$ cat config.mk
export PLATFORM = sky130hd
export DESIGN_NAME = instr_sequencer
export DESIGN_NICKNAME = d
export VERILOG_FILES = /design/src/rtl/instr_sequencer.sv
export SDC_FILE = /design/constraint.sdc
export NUM_CORES = 1
export LEC_CHECK = 0
export BUFFER_PORTS_ARGS = -buffer_cell sky130_fd_sc_hd__buf_4
export CORE_MARGIN = 2
export CORE_UTILIZATION = 40
export CTS_BUF_LIST = sky130_fd_sc_hd__clkbuf_4 sky130_fd_sc_hd__clkbuf_8 sky130_fd_sc_hd__clkbuf_16
export CTS_CLUSTER_DIAMETER = 150
export DETAILED_ROUTE_END_ITERATION = 7
export HOLD_SLACK_MARGIN = 0.1
export PLACE_DENSITY_LB_ADDON = 0.05
export SETUP_SLACK_MARGIN = 0.4
export SYNTH_ARGS = -nofsm -noshare
export SYNTH_HDL_FRONTEND = slang
export SYNTH_SLANG_ARGS = --single-unit
$ cat constraint.sdc
create_clock -name CLK -period 3 [get_ports CLK]
set_input_delay 0.15 -clock CLK [delete_from_list [all_inputs] [get_ports CLK]]
set_output_delay 0.15 -clock CLK [all_outputs]
set_load 0.02 [all_outputs]
$ cat src/rtl/instr_sequencer.sv
// Fetch/decode/execute sequencer for the 8-bit microcontroller datapath.
// All outputs are registered and depend only on state, latched op class and latched condition.
module instr_sequencer #(
  parameter int unsigned MEM_WAIT_MAX = 15
) (
  input  logic       CLK,
  input  logic       CLB,
  input  logic       Run,
  input  logic       MemRdy,
  input  logic [7:0] Opcode,
  input  logic       Z,
  input  logic       C,
  output logic       MemReq,
  output logic       LoadIR,
  output logic       IncPC,
  output logic       SelPC,
  output logic       LoadPC,
  output logic       LoadReg,
  output logic       LoadAcc,
  output logic [1:0] SelAcc,
  output logic [3:0] SelALU,
  output logic       Halted,
  output logic       Fault,
  output logic       IllegalOp
);

  typedef enum logic [2:0] {
    ST_IDLE   = 3'd0,
    ST_FETCH  = 3'd1,
    ST_DECODE = 3'd2,
    ST_EXEC   = 3'd3,
    ST_HALT   = 3'd4,
    ST_FAULT  = 3'd5
  } state_t;

  typedef struct packed {
    logic       mem_req;
    logic       load_ir;
    logic       inc_pc;
    logic       sel_pc;
    logic       load_pc;
    logic       load_reg;
    logic       load_acc;
    logic [1:0] sel_acc;
    logic [3:0] sel_alu;
    logic       halted;
    logic       fault;
    logic       illegal_op;
  } ctl_t;

  localparam logic [3:0] OP_NOP  = 4'h0;
  localparam logic [3:0] OP_ADD  = 4'h1;
  localparam logic [3:0] OP_SUB  = 4'h2;
  localparam logic [3:0] OP_NOR  = 4'h3;
  localparam logic [3:0] OP_MOVR = 4'h4;
  localparam logic [3:0] OP_MOVA = 4'h5;
  localparam logic [3:0] OP_JZR  = 4'h6;
  localparam logic [3:0] OP_JZI  = 4'h7;
  localparam logic [3:0] OP_JCR  = 4'h8;
  localparam logic [3:0] OP_JCI  = 4'h9;
  localparam logic [3:0] OP_LDI  = 4'hA;
  localparam logic [3:0] OP_HLT  = 4'hF;
  localparam logic [7:0] WAIT_LIMIT = 8'(MEM_WAIT_MAX);

  state_t     state_r, state_s;
  logic [3:0] op_r, op_s;
  logic       taken_r, taken_s;
  logic [7:0] wait_r;
  ctl_t       ctl_r;
  logic       unused_opcode_s;

  // The low opcode nibble feeds the datapath directly and is not needed here.
  assign unused_opcode_s = ^Opcode[3:0];

  // Control strobes for a given state; EXEC decodes the latched op class.
  function automatic ctl_t decode_out(input state_t st, input logic [3:0] op, input logic taken);
    ctl_t o;
    o = '0;
    case (st)
      ST_FETCH: begin
        o.mem_req = 1'b1;
        o.load_ir = 1'b1;
        o.inc_pc  = 1'b1;
      end
      ST_EXEC: begin
        case (op)
          OP_NOP, OP_HLT: o = '0;
          OP_ADD:  begin o.sel_alu = 4'b0010; o.sel_acc = 2'b10; o.load_acc = 1'b1; end
          OP_SUB:  begin o.sel_alu = 4'b0011; o.sel_acc = 2'b10; o.load_acc = 1'b1; end
          OP_NOR:  begin o.sel_alu = 4'b0100; o.sel_acc = 2'b10; o.load_acc = 1'b1; end
          OP_MOVR: begin o.sel_alu = 4'b0000; o.sel_acc = 2'b10; o.load_acc = 1'b1; end
          OP_MOVA: o.load_reg = 1'b1;
          OP_JZR, OP_JCR: begin o.sel_pc = 1'b0; o.load_pc = taken; end
          OP_JZI, OP_JCI: begin o.sel_pc = 1'b1; o.load_pc = taken; end
          OP_LDI:  begin o.sel_acc = 2'b01; o.load_acc = 1'b1; end
          default: o.illegal_op = 1'b1;
        endcase
      end
      ST_HALT:  o.halted = 1'b1;
      ST_FAULT: o.fault = 1'b1;
      default:  o = '0;
    endcase
    return o;
  endfunction

  // Next-state logic plus the op class / condition latch taken in DECODE.
  always_comb begin
    state_s = state_r;
    op_s    = op_r;
    taken_s = taken_r;
    case (state_r)
      ST_IDLE: begin
        if (Run) state_s = ST_FETCH;
        else     state_s = ST_IDLE;
      end
      ST_FETCH: begin
        if (MemRdy)                    state_s = ST_DECODE;
        else if (wait_r == WAIT_LIMIT) state_s = ST_FAULT;
        else                           state_s = ST_FETCH;
      end
      ST_DECODE: begin
        op_s    = Opcode[7:4];
        state_s = ST_EXEC;
        case (Opcode[7:4])
          OP_JZR, OP_JZI: taken_s = Z;
          OP_JCR, OP_JCI: taken_s = C;
          default:        taken_s = 1'b0;
        endcase
      end
      ST_EXEC: begin
        if (op_r == OP_HLT) state_s = ST_HALT;
        else if (Run)       state_s = ST_FETCH;
        else                state_s = ST_IDLE;
      end
      ST_HALT:  state_s = ST_HALT;
      ST_FAULT: state_s = ST_FAULT;
      default:  state_s = ST_IDLE;
    endcase
  end

  // State, latched decode and registered strobes; strobes track the state being entered.
  always_ff @(posedge CLK) begin
    if (CLB) begin
      state_r <= ST_IDLE;
      op_r    <= 4'h0;
      taken_r <= 1'b0;
      ctl_r   <= '0;
    end else begin
      state_r <= state_s;
      op_r    <= op_s;
      taken_r <= taken_s;
      ctl_r   <= decode_out(state_s, op_s, taken_s);
    end
  end

  // Fetch wait counter: counts cycles without MemRdy, cleared outside FETCH.
  always_ff @(posedge CLK) begin
    if (CLB) begin
      wait_r <= 8'd0;
    end else if (state_r == ST_FETCH && !MemRdy) begin
      wait_r <= wait_r + 8'd1;
    end else begin
      wait_r <= 8'd0;
    end
  end

  assign MemReq    = ctl_r.mem_req;
  assign LoadIR    = ctl_r.load_ir;
  assign IncPC     = ctl_r.inc_pc;
  assign SelPC     = ctl_r.sel_pc;
  assign LoadPC    = ctl_r.load_pc;
  assign LoadReg   = ctl_r.load_reg;
  assign LoadAcc   = ctl_r.load_acc;
  assign SelAcc    = ctl_r.sel_acc;
  assign SelALU    = ctl_r.sel_alu;
  assign Halted    = ctl_r.halted;
  assign Fault     = ctl_r.fault;
  assign IllegalOp = ctl_r.illegal_op;

endmodule

== Word level (Yosys, flattened, before mapping) ==
Cells that the tools add are included.

* Flip-flop bits (word level): 32
* Input port bits: 14
* Output and inout bits: 16
* Word-level logic and storage cells: 73

* $add $sub $neg: 1
* Equality and inequality tests: 26
* Multiplexer cells: 16
* Bitwise logic cells: 2
* Reductions and logical operators: 12

{| class="wikitable"
|+ Operators by type and width
! cell !! number
|-
| == test 4 bit, second input constant || 7
|-
| == test 4 x 3 -> 1 bit, second input constant || 6
|-
| case mux 3 bit (6 select lines) || 1
|-
| == test 3 bit, second input constant || 4
|-
| 2-to-1 mux 3 bit || 4
|-
| OR reduction 12 bit || 1
|-
| OR reduction 2 bit || 6
|-
| == test 3 x 2 -> 1 bit, second input constant || 3
|-
| case mux 3 bit (3 select lines) || 1
|-
| adder 8 x 1 -> 8 bit, second input constant || 1
|-
| == test 4 x 2 -> 1 bit, second input constant || 2
|-
| == test 8 x 4 -> 1 bit, second input constant || 1
|-
| == test 3 x 1 -> 1 bit, second input constant || 2
|-
| 2-to-1 mux 1 bit || 6
|-
| case mux 3 bit (2 select lines) || 1
|-
| == test 4 x 1 -> 1 bit, second input constant || 1
|-
| logical NOT 4 bit || 1
|-
| 2-to-1 mux 4 bit || 1
|-
| case mux 2 bit (2 select lines) || 1
|-
| OR reduction 4 bit || 1
|-
| logical NOT 3 bit || 1
|-
| NOT 1 bit || 2
|-
| case mux 1 bit (2 select lines) || 1
|-
| logical AND 1 bit || 1
|-
| logical NOT 1 bit || 1
|}

== Depth between registers and ports, before layout ==
Gate-level depths: netlist (run 1).

* Depth after elaboration: 7
* Mapped depth: 6
* Depth with buffers taken out: 5

== Worst setup path after synthesis (run 1) ==
OpenSTA, ideal clock, no wires.

* Path type: flip-flop to flip-flop
* Start: reg op_r[2]
* End: reg ctl_r (netlist bit LoadReg)
* Library setup time: 0.139 ns
* Arrival time: 1.297 ns
* Data required time: 2.861 ns
* Setup slack: 1.565 ns
* Cell stages (with the launch flop): 6
* Buffers on the path: 1
* Clock period less this slack: 1.435 ns
* Path through: dfxtp_1 > clkbuf_1 > nand4_1 > and3_1 > o21ai_2 > nor4_1

* Word-level cells in the longest chain between the ends: 6
* Elaborated cells on any way between the ends: 9
* Those cells by class: eq/ne: 3; mux: 4; bitwise: 1; reduce/logical: 1

{| class="wikitable"
|+ Ends and longest elaborated chain
! element !! line !! RTL
|-
| from (decl) || 66 || <nowiki>logic [3:0] op_r, op_s;</nowiki>
|-
| from (signal assigned) || 150 || <nowiki>op_r <= op_s;</nowiki>
|-
| == test 4 bit || 131 || <nowiki>if (op_r == OP_HLT) state_s = ST_HALT;</nowiki>
|-
| 2-to-1 mux 3 bit || 131 ||
|-
| case mux 3 bit (6 select lines) || 111 || <nowiki>case (state_r)</nowiki>
|-
| == test 3 x 2 -> 1 bit || 79 || <nowiki>case (st)</nowiki>
|-
| NOT 1 bit (no source line) || -- ||
|-
| OR reduction 2 bit (no source line) || -- ||
|-
| to (signal assigned) || 152 || <nowiki>ctl_r <= decode_out(state_s, op_s, taken_s);</nowiki>
|-
| to (decl) || 69 || <nowiki>ctl_t ctl_r;</nowiki>
|}

Parallel ways exist; a longest one is shown, timed or not.
A chain may end at the register's enable or synchronous reset.

== Worst setup path in the final report (run 1) ==
* Start: reg state_r[1]
* End: reg ctl_r (netlist bit LoadReg)

* Word-level cells in the longest chain between the ends: 5
* Elaborated cells on any way between the ends: 13
* Those cells by class: eq/ne: 7; mux: 3; bitwise: 1; reduce/logical: 2

{| class="wikitable"
|+ Ends and longest elaborated chain
! element !! line !! RTL
|-
| from (decl) || 65 || <nowiki>state_t state_r, state_s;</nowiki>
|-
| from (signal assigned) || 149 || <nowiki>state_r <= state_s;</nowiki>
|-
| == test 3 bit, or another cell as far along || 111 ||
|-
| case mux 3 bit (6 select lines) || 111 ||
|-
| == test 3 x 2 -> 1 bit || 79 ||
|-
| NOT 1 bit (no source line) || -- ||
|-
| OR reduction 2 bit (no source line) || -- ||
|}

Parallel ways exist; a longest one is shown, timed or not.

==> flow_summary.json, run 1 <==
{
  "status": "finished clean",
  "grt_pass1_vias": 1128,
  "cts_buffers": 5,
  "finish.net_count": 191,
  "synth.cell_area_sq_um": 1400,
  "period_needed_ns": 1.69,
  "synth_warnings": 0,
  "holdCritPathClass": "primary input to flip-flop",
  "total_power_mw": 0.740,
  "overflow": 0,
  "area_delta_synth_final_pct": 16.4,
  "mostFrequentLayoutCell": "dfxtp_1",
  "avgSynthCellArea_sq_um": 8.93,
  "cellPowerDensity_nw_per_um2": 454,
  "post-route-period-util_pct": 56.4,
  "die_w_um": 63.2,
  "root_buffer": "clkbuf_4",
  "cts.sinks": 29,
  "antenna_found_initial": 0,
  "synth_ff_type": "dfxtp_1",
  "finalMaxSlewViolations": 0,
  "firstDrtPassIters": 4,
  "cts.htree.levels": 2,
  "max_freq_ghz": 0.591,
  "critPathSlowestCell": "dfxtp_1",
  "finalNonFillerCells": 223,
  "row_count": 21,
  "cp_data_required_time_ns": 3.20,
  "finalSetupViolations": 0,
  "critPathMaxStageDelay_ns": 0.49,
  "fin_tns_setup_ns": 0,
  "drive_above_1_share_pct": 24.3,
  "worst_pin_slew_ns": 0.556,
  "ant_nets": 0,
  "ys_ff_latch": 29,
  "wl_um": 2900,
  "path_class": "flip-flop to flip-flop",
  "dp_hpwl_um": 2010,
  "crit_path_start_kind": "flip-flop",
  "cts_tree": "built",
  "crit_fanout": 22,
  "wire_per_inst_um": 13.0,
  "dieArea_sq_um": 3990,
  "postCtsSetupBuffers": 0,
  "synthCells": 157,
  "core_sq_um": 3360,
  "ios": 30,
  "drc": 0,
  "die_h_um": 63.2,
  "start_util_pct": 41.7,
  "synth.distinct_cells": 46,
  "endpoint_kind": "flip-flop",
  "clkSlewWorstSetupHoldPaths_ns": 0.10,
  "rsz0062_at_grt": "no",
  "peakVddDrop_mv": 0.220,
  "ys_seq_area_share_pct": 41.4,
  "leakagePower_nw": 0.617,
  "clock_path_buffers": 2,
  "grt_use_total_pct": 16.4,
  "vias": 1169,
  "drtIter0Drc": 49,
  "drv_cap": 0,
  "vias_per_cell": 5.24,
  "synth_edf_count": 0,
  "synthArstFlopShare_pct": 0,
  "grt_pass1_wl_um": 5130,
  "crit_arrival_ns": 1.89,
  "synth_nets": 172,
  "slew_headroom_pct": 62.9,
  "fin_skew_ns": 0.00792,
  "finalHoldViolCount": 0,
  "gp_congestion": 0.794,
  "port_buffers": 24,
  "path_cells": "nor3b_2, buf_4, mux2i_1, nor4_1",
  "diodes": 0,
  "mostFrequentLayoutCells": "dfxtp_1, buf_4, nor2_1, nor3_1, a21oi_1",
  "clk_latency_ns": 0.33,
  "placedCellCount": 214,
  "grt_max_degree": 23
}
==> layout make-up <==
class	count	area, sq um
flip-flops and latches	29	581
repair buffers	26	198
multi-input cells	111	729
well taps	46	57.6
clock buffers	6	45.0
fillers	360	1730
clock inverters	2	10.0
inverters	3	11.3
==> metal layers <==
metal  global-route usage (%)  share of wire, %
met5                        0                 0
met4                     6.52              0.93
met3                     5.71               5.9
met2                     25.5                44
met1                     20.8                49
==> where the power goes <==
part	leakage, nW	internal (mW)	switching (mW)	total (mW)
Combinational	0.347	0.0433	0.0555	0.0988
Sequential	0.234	0.392	0.0116	0.404
Clock	0.0354	0.0981	0.139	0.237
Total	0.617	0.534	0.206	0.740
==> through the flow <==
stage / setup WS, ns / instance area (sq um) / hold slack (ns) / util, %
2_1_floorplan: 1.56 / 1400 / 0.298 / -
3_3_place_gp: 1.35 / 1570 / 0.418 / 46.6
3_5_place_dp: 1.33 / 1570 / 0.425 / 46.6
4_1_cts: 1.30 / 1630 / 0.119 / 48.5
5_1_grt: 1.10 / 1630 / 0.119 / 48.5
6_report: 1.31 / 1630 / 0.122 / 48.5
==> cell usage after synthesis, types with 4 or more instances <==
| library cell | instances | area share, % |
|---|---|---|
| nand2b_1 | 6 | 2.7 |
| nor2_1 | 22 | 5.9 |
| mux2i_1 | 4 | 2.9 |
| nor2b_1 | 5 | 2.2 |
| buf_4 | 5 | 2.7 |
| dfxtp_1 | 29 | 41 |
| xnor2_1 | 6 | 3.7 |
| a21oi_1 | 7 | 2.5 |
| nor3_1 | 7 | 2.5 |
| nand2_1 | 5 | 1.3 |
| clkbuf_1 | 7 | 1.9 |
==> final timing paths <==
path,to,from,cells after the start,slack (ns)
worst max register to register,LoadReg,state_r[1],4,1.31
worst min-delay path,IllegalOp,Opcode[7],3,0.12
worst max-delay path,LoadReg,state_r[1],4,1.31
worst min register to register,wait_r[0],wait_r[0],1,0.45
==> critical path, delay by kind of cell (launching register included) <==
| kind | cells | cell delay (ns) |
|---|---|---|
| flip-flops | 1 | 0.49 |
| multiplexers | 1 | 0.45 |
| AND/OR/NAND/NOR | 2 | 0.33 |
| buffers and inverters | 1 | 0.29 |
==> repair_timing <==
| action | CTS | global route |
|---|---|---|
| resized for setup | 0 | 0 |
| hold buffers | 1 | 0 |
| endpoints found under the setup margin | 0 | 0 |
| endpoints found under the hold margin | 7 | 0 |
==> flip-flops by register name, summed over array words and instances, names as in the netlist <==
register and cells:
Halted 1, SelAcc 2, SelPC 1, LoadPC 1, taken_r 1, IllegalOp 1
op_r 4, SelALU 3, state_r 3, Fault 1, wait_r 8, LoadReg 1
MemReq 1, LoadAcc 1
==> cells by family after synthesis <==
group	Yosys count	share of synthesized area [%]
mux	4	2.86
compound gates	25	13.4
other cells	1	0.268
flops	29	41.4
fa+ha+maj	1	0.893
buf+inv	17	6.52
simple gates	71	29.0
xor+xnor	9	5.63
Power figures use the tool's default switching activity.
==> inputs of run 2 (changes only) <==
clock period = 1.7 ns   (was 3 ns; I/O delays follow)
==> run 2 against run 1 <==
Net effect:
- global-route usage grew 1.3 points
- combinational power grew to 3.3 times the previous value
- maximum frequency grew 12%
- first-iteration DRC count grew 29%
- register-to-register slack lost 1.1 ns
- wire length grew 26%
- largest power group unchanged
==> flow_summary.json, run 2 (synthesis gave the netlist of run 1 again) <==
{
  "crit_fanout": 5,
  "core_sq_um": 3360,
  "holdCritPathClass": "primary input to flip-flop",
  "grt_use_total_pct": 17.7,
  "min_from": "CLB",
  "crit_path_start_kind": "flip-flop",
  "clkSlewWorstSetupHoldPaths_ns": 0.10,
  "critPathMaxStageDelay_ns": 0.38,
  "cts.sinks": 29,
  "total_power_mw": 1.64,
  "reg_top3": "wait_r (8), op_r (4)",
  "peakVddDrop_mv": 0.512,
  "finalHoldViolCount": 0,
  "antenna_found_initial": 0,
  "area_delta_synth_final_pct": 57.0,
  "cp_top_family": "buffers and inverters",
  "drive_above_1_share_pct": 50.3,
  "max_freq_ghz": 0.661,
  "mostFrequentLayoutCell": "buf_4",
  "overflow": 0,
  "clk_latency_ns": 0.32,
  "wl_um": 3670,
  "drtIter0Drc": 63,
  "cts_tree": "built",
  "cp_data_required_time_ns": 1.95,
  "dieArea_sq_um": 3990,
  "path_cells": "buf_6, nor2_2, o32ai_1, buf_4, o21ai_4, buf_12, nor4b_4",
  "fin_tns_setup_ns": 0,
  "diodes": 0,
  "min_path_cells": 2,
  "vias": 1289,
  "worstHoldEndpoint": "taken_r",
  "cts_buffers": 5,
  "crit_arrival_ns": 1.76,
  "rr_endpoint": "SelAcc[0]",
  "path_class": "flip-flop to flip-flop",
  "finish.net_count": 213,
  "firstDrtPassIters": 4,
  "grt_pass1_vias": 1182,
  "die_w_um": 63.2,
  "row_count": 21,
  "rrSetupSlack_ns": 0.19,
  "drc": 0,
  "period_needed_ns": 1.51,
  "path_depth": 7,
  "crit_buf_inv": 3,
  "endpoint_kind": "flip-flop",
  "leakagePower_nw": 0.819,
  "wire_per_inst_um": 15.0,
  "regMostFlops": "wait_r",
  "reg2reg_depth": 7,
  "start_util_pct": 41.7,
  "fin_skew_ns": 0.0111,
  "cellPowerDensity_nw_per_um2": 744,
  "drv_cap": 0,
  "cts.htree.levels": 2,
  "ant_nets": 0,
  "cts-hold-fix-buffers": 1,
  "status": "finished clean",
  "root_buffer": "clkbuf_4",
  "r2r_start": "state_r[1]",
  "mostFrequentLayoutCells": "buf_4, dfxtp_1, nor2_1, nor2_2, buf_6",
  "post-route-period-util_pct": 89.0,
  "clock_path_buffers": 2,
  "finalSetupViolations": 0,
  "die_h_um": 63.2,
  "ios": 30,
  "port_buffers": 24,
  "vias_per_cell": 5.26,
  "largest_register_ff_count": 8,
  "grt_pass1_wl_um": 5520,
  "critPathSlowestCell": "dfxtp_4",
  "gp_congestion": 0.751,
  "grt_max_degree": 12,
  "finalMaxSlewViolations": 0,
  "dp_hpwl_um": 2030,
  "rsz0062_at_grt": "yes"
}
run 2: changes by cell type in the layout (fill, tap and decap cells not counted), sizes merged:
cell / change
bufinv: +1
clkbuf: +3
clkinv: -2
buf: +20
run 2: per-stage QoR:
stage / instances / hold slack (ns) / area [sq um] / setup WS, ns / utilization (%)
final: 245 / 0.0110 / 2200 / 0.187 / 65.4
after global routing: 245 / 0.00881 / 2200 / 0.125 / 65.4
after global placement: 219 / 0.353 / 1630 / 0.127 / 48.3
after CTS: 237 / 0.00411 / 1950 / 0.240 / 57.9
after floorplan: 157 / 0.233 / 1420 / 0.288 / -
after detailed placement: 219 / 0.358 / 1630 / 0.101 / 48.3
run 2: how the worst max path moves through the flow:
| stage | endpoint | start |
|---|---|---|
| 6_report | SelAcc[0] | state_r[1] |
| 2_1_floorplan | Fault | state_r[1] |
| 3_5_place_dp | SelALU[2] | state_r[1] |
| 5_1_grt | SelALU[1] | state_r[1] |
| 3_3_place_gp | LoadReg | state_r[1] |
| 4_1_cts | SelPC | state_r[1] |
run 2: area by class of cell:
class | instances | area, sq um
tap | 46 | 57.6
clock inverter | 1 | 30.0
clock buffer | 7 | 58.8
fill | 283 | 1160
timing repair buffer | 48 | 469
inverter | 3 | 11.3
sequential | 29 | 597
multi-input combinational | 111 | 976
run 2: power breakdown:
part,internal (mW),switching (mW),total [mW],leakage (nW)
clock,0.367,0.241,0.609,0.0489
combinational,0.157,0.166,0.323,0.532
sequential,0.690,0.0156,0.705,0.238
run 2: timing repair:
item                                    4_1_cts  5_1_grt
setup buffers                                 8        6
hold endpoints to repair                      8        7
endpoints found under the setup margin       28       27
gates resized for setup                      31       31
gates cloned                                  1        2
pin swaps                                     7        9
run 2: routing by layer:
layer / GRT usage, % / wire length [um] / share of wire (%) / up-vias
li1: - / - / - / 631
met1: 23.6 / 1720 / 47 / 621
met2: 27.8 / 1760 / 48 / 28
met3: 5.00 / 119 / 3.2 / 9
met4: 5.71 / 72 / 2.0 / 0
met5: 0 / 0 / 0 / -
run 2: worst register-to-register path, cell delays in order, from the launching register on:
cell	delay, ns
dfxtp_4	0.38
buf_6	0.10
nor2_2	0.03
o32ai_1	0.27
buf_4	0.18
o21ai_4	0.07
buf_12	0.17
nor4b_4	0.24
==> inputs of run 3 (changes only) <==
PLACE_DENSITY_LB_ADDON = not set   (was 0.05)
==> run 3 against run 2 <==
Net effect:
- clock skew is 0.0037 ns higher
- worst hold slack better by 0.089 ns
- critical path type unchanged
- maximum frequency is 0.35% lower
- first-iteration DRC count is 38% higher
- final cell count is 2.0% lower
- non-clock buffer count is 6 lower
- register-to-register slack hardly changed
- clock power is 31% lower
==> flow_summary.json, run 3 (synthesis gave the netlist of run 1 again) <==
{
  "status": "finished clean",
  "holdCritPathClass": "primary input to flip-flop",
  "clkSlewWorstSetupHoldPaths_ns": 0.10,
  "mostFrequentLayoutCells": "buf_4, dfxtp_1, nor2_1",
  "leakagePower_nw": 0.729,
  "crit_arrival_ns": 1.77,
  "reg_top3": "wait_r (8), op_r (4)",
  "dp_hpwl_um": 1980,
  "finalHoldViolCount": 0,
  "fin_skew_ns": 0.0147,
  "rsz0062_at_grt": "yes",
  "reg2reg_depth": 4,
  "ant_nets": 0,
  "wire_per_inst_um": 14.2,
  "drive_above_1_share_pct": 42.3,
  "vias": 1233,
  "grt_pass1_vias": 1070,
  "start_util_pct": 41.7,
  "crit_path_start_kind": "flip-flop",
  "post-route-period-util_pct": 89.3,
  "core_sq_um": 3360,
  "grt_use_total_pct": 16.9,
  "fin_tns_setup_ns": 0,
  "root_buffer": "clkbuf_4",
  "cts_buffers": 5,
  "finalSetupViolations": 0,
  "cts.htree.levels": 2,
  "regMostFlops": "wait_r",
  "finalMaxSlewViolations": 0,
  "largest_register_ff_count": 8,
  "grt_pass1_wl_um": 5310,
  "peakVddDrop_mv": 0.407,
  "port_buffers": 24,
  "antenna_found_initial": 0,
  "crit_fanout": 6,
  "period_needed_ns": 1.52,
  "drv_cap": 0,
  "grt_max_degree": 23,
  "cellPowerDensity_nw_per_um2": 704,
  "vias_per_cell": 5.14,
  "row_count": 21,
  "gp_congestion": 0.758,
  "n_fill_cell": 313,
  "die_h_um": 63.2,
  "cp_data_required_time_ns": 1.95,
  "cts_tree": "built",
  "clock_path_buffers": 2,
  "fin_util_pct": 59.7,
  "dieArea_sq_um": 3990,
  "firstDrtPassIters": 4,
  "finish.net_count": 208,
  "wl_um": 3410,
  "drc": 0,
  "area_delta_synth_final_pct": 43.4,
  "endpoint_kind": "flip-flop",
  "clk_latency_ns": 0.35,
  "cts.sinks": 29,
  "mostFrequentLayoutCell": "buf_4",
  "max_freq_ghz": 0.659,
  "ios": 30,
  "drtIter0Drc": 87,
  "diodes": 0,
  "die_w_um": 63.2,
  "min_path_cells": 3,
  "path_class": "flip-flop to flip-flop",
  "overflow": 0
}
run 3: layer usage:
metal  track usage (%)  part of all wire (%)  vias up
met3              5.89                   5.0        7
met2              23.7                    46       29
met5                 0                     0        -
met4              6.79                   1.8        0
met1              23.7                    47      580
li1                  -                     -      617
run 3: cell type report:
type	instances	area [sq um]	area share [%]
multi-input cells	112	926	46.1
flip-flops and latches	29	594	29.6
repair buffers	42	365	18.2
well taps	46	57.6	2.86
clock buffers	6	45.0	2.24
inverters	3	11.3	0.560
clock inverters	2	10.0	0.498
run 3: through the flow:
stage          cell area (sq um)  setup WS [ns]  power (mW)  hold WS (ns)  std cells
2_1_floorplan               1420          0.288       0.862         0.233        157
3_3_place_gp                1610          0.104       0.905         0.348        217
3_5_place_dp                1610         0.0691       0.909         0.361        217
4_1_cts                     1800          0.235        1.35         0.110        232
5_1_grt                     2010          0.143        1.49         0.107        240
6_report                    2010          0.182        1.41         0.100        240
run 3: final timing paths:
path	startpoint	endpoint	slack, ns
worst max-delay path	state_r[1]	SelAcc[0]	0.18
worst min-delay path	Opcode[5]	op_r[1]	0.10
worst max register to register	state_r[1]	SelAcc[0]	0.18
worst min register to register	wait_r[0]	wait_r[0]	0.46
run 3: report_power, final:
part           switching (mW)  internal, mW  total [mW]
combinational           0.148         0.136       0.284
sequential             0.0169         0.691       0.708
clock                   0.249         0.173       0.422
run 3: what timing repair did:
action                                  4_1_cts  5_1_grt
pin swaps                                     2       11
endpoints found under the setup margin       28       28
buffers inserted                              2        6
hold endpoints to repair                      7        0
gates resized for setup                      16       27
gates cloned                                  0        2
hold buffers                                  5        0
run 3: worst max-delay path: stages, from the launching register on:
cell and delay [ns]:
dfxtp_4 0.38, nand3b_1 0.21, a211oi_4 0.38, o21ai_4 0.18, nor4b_2 0.28
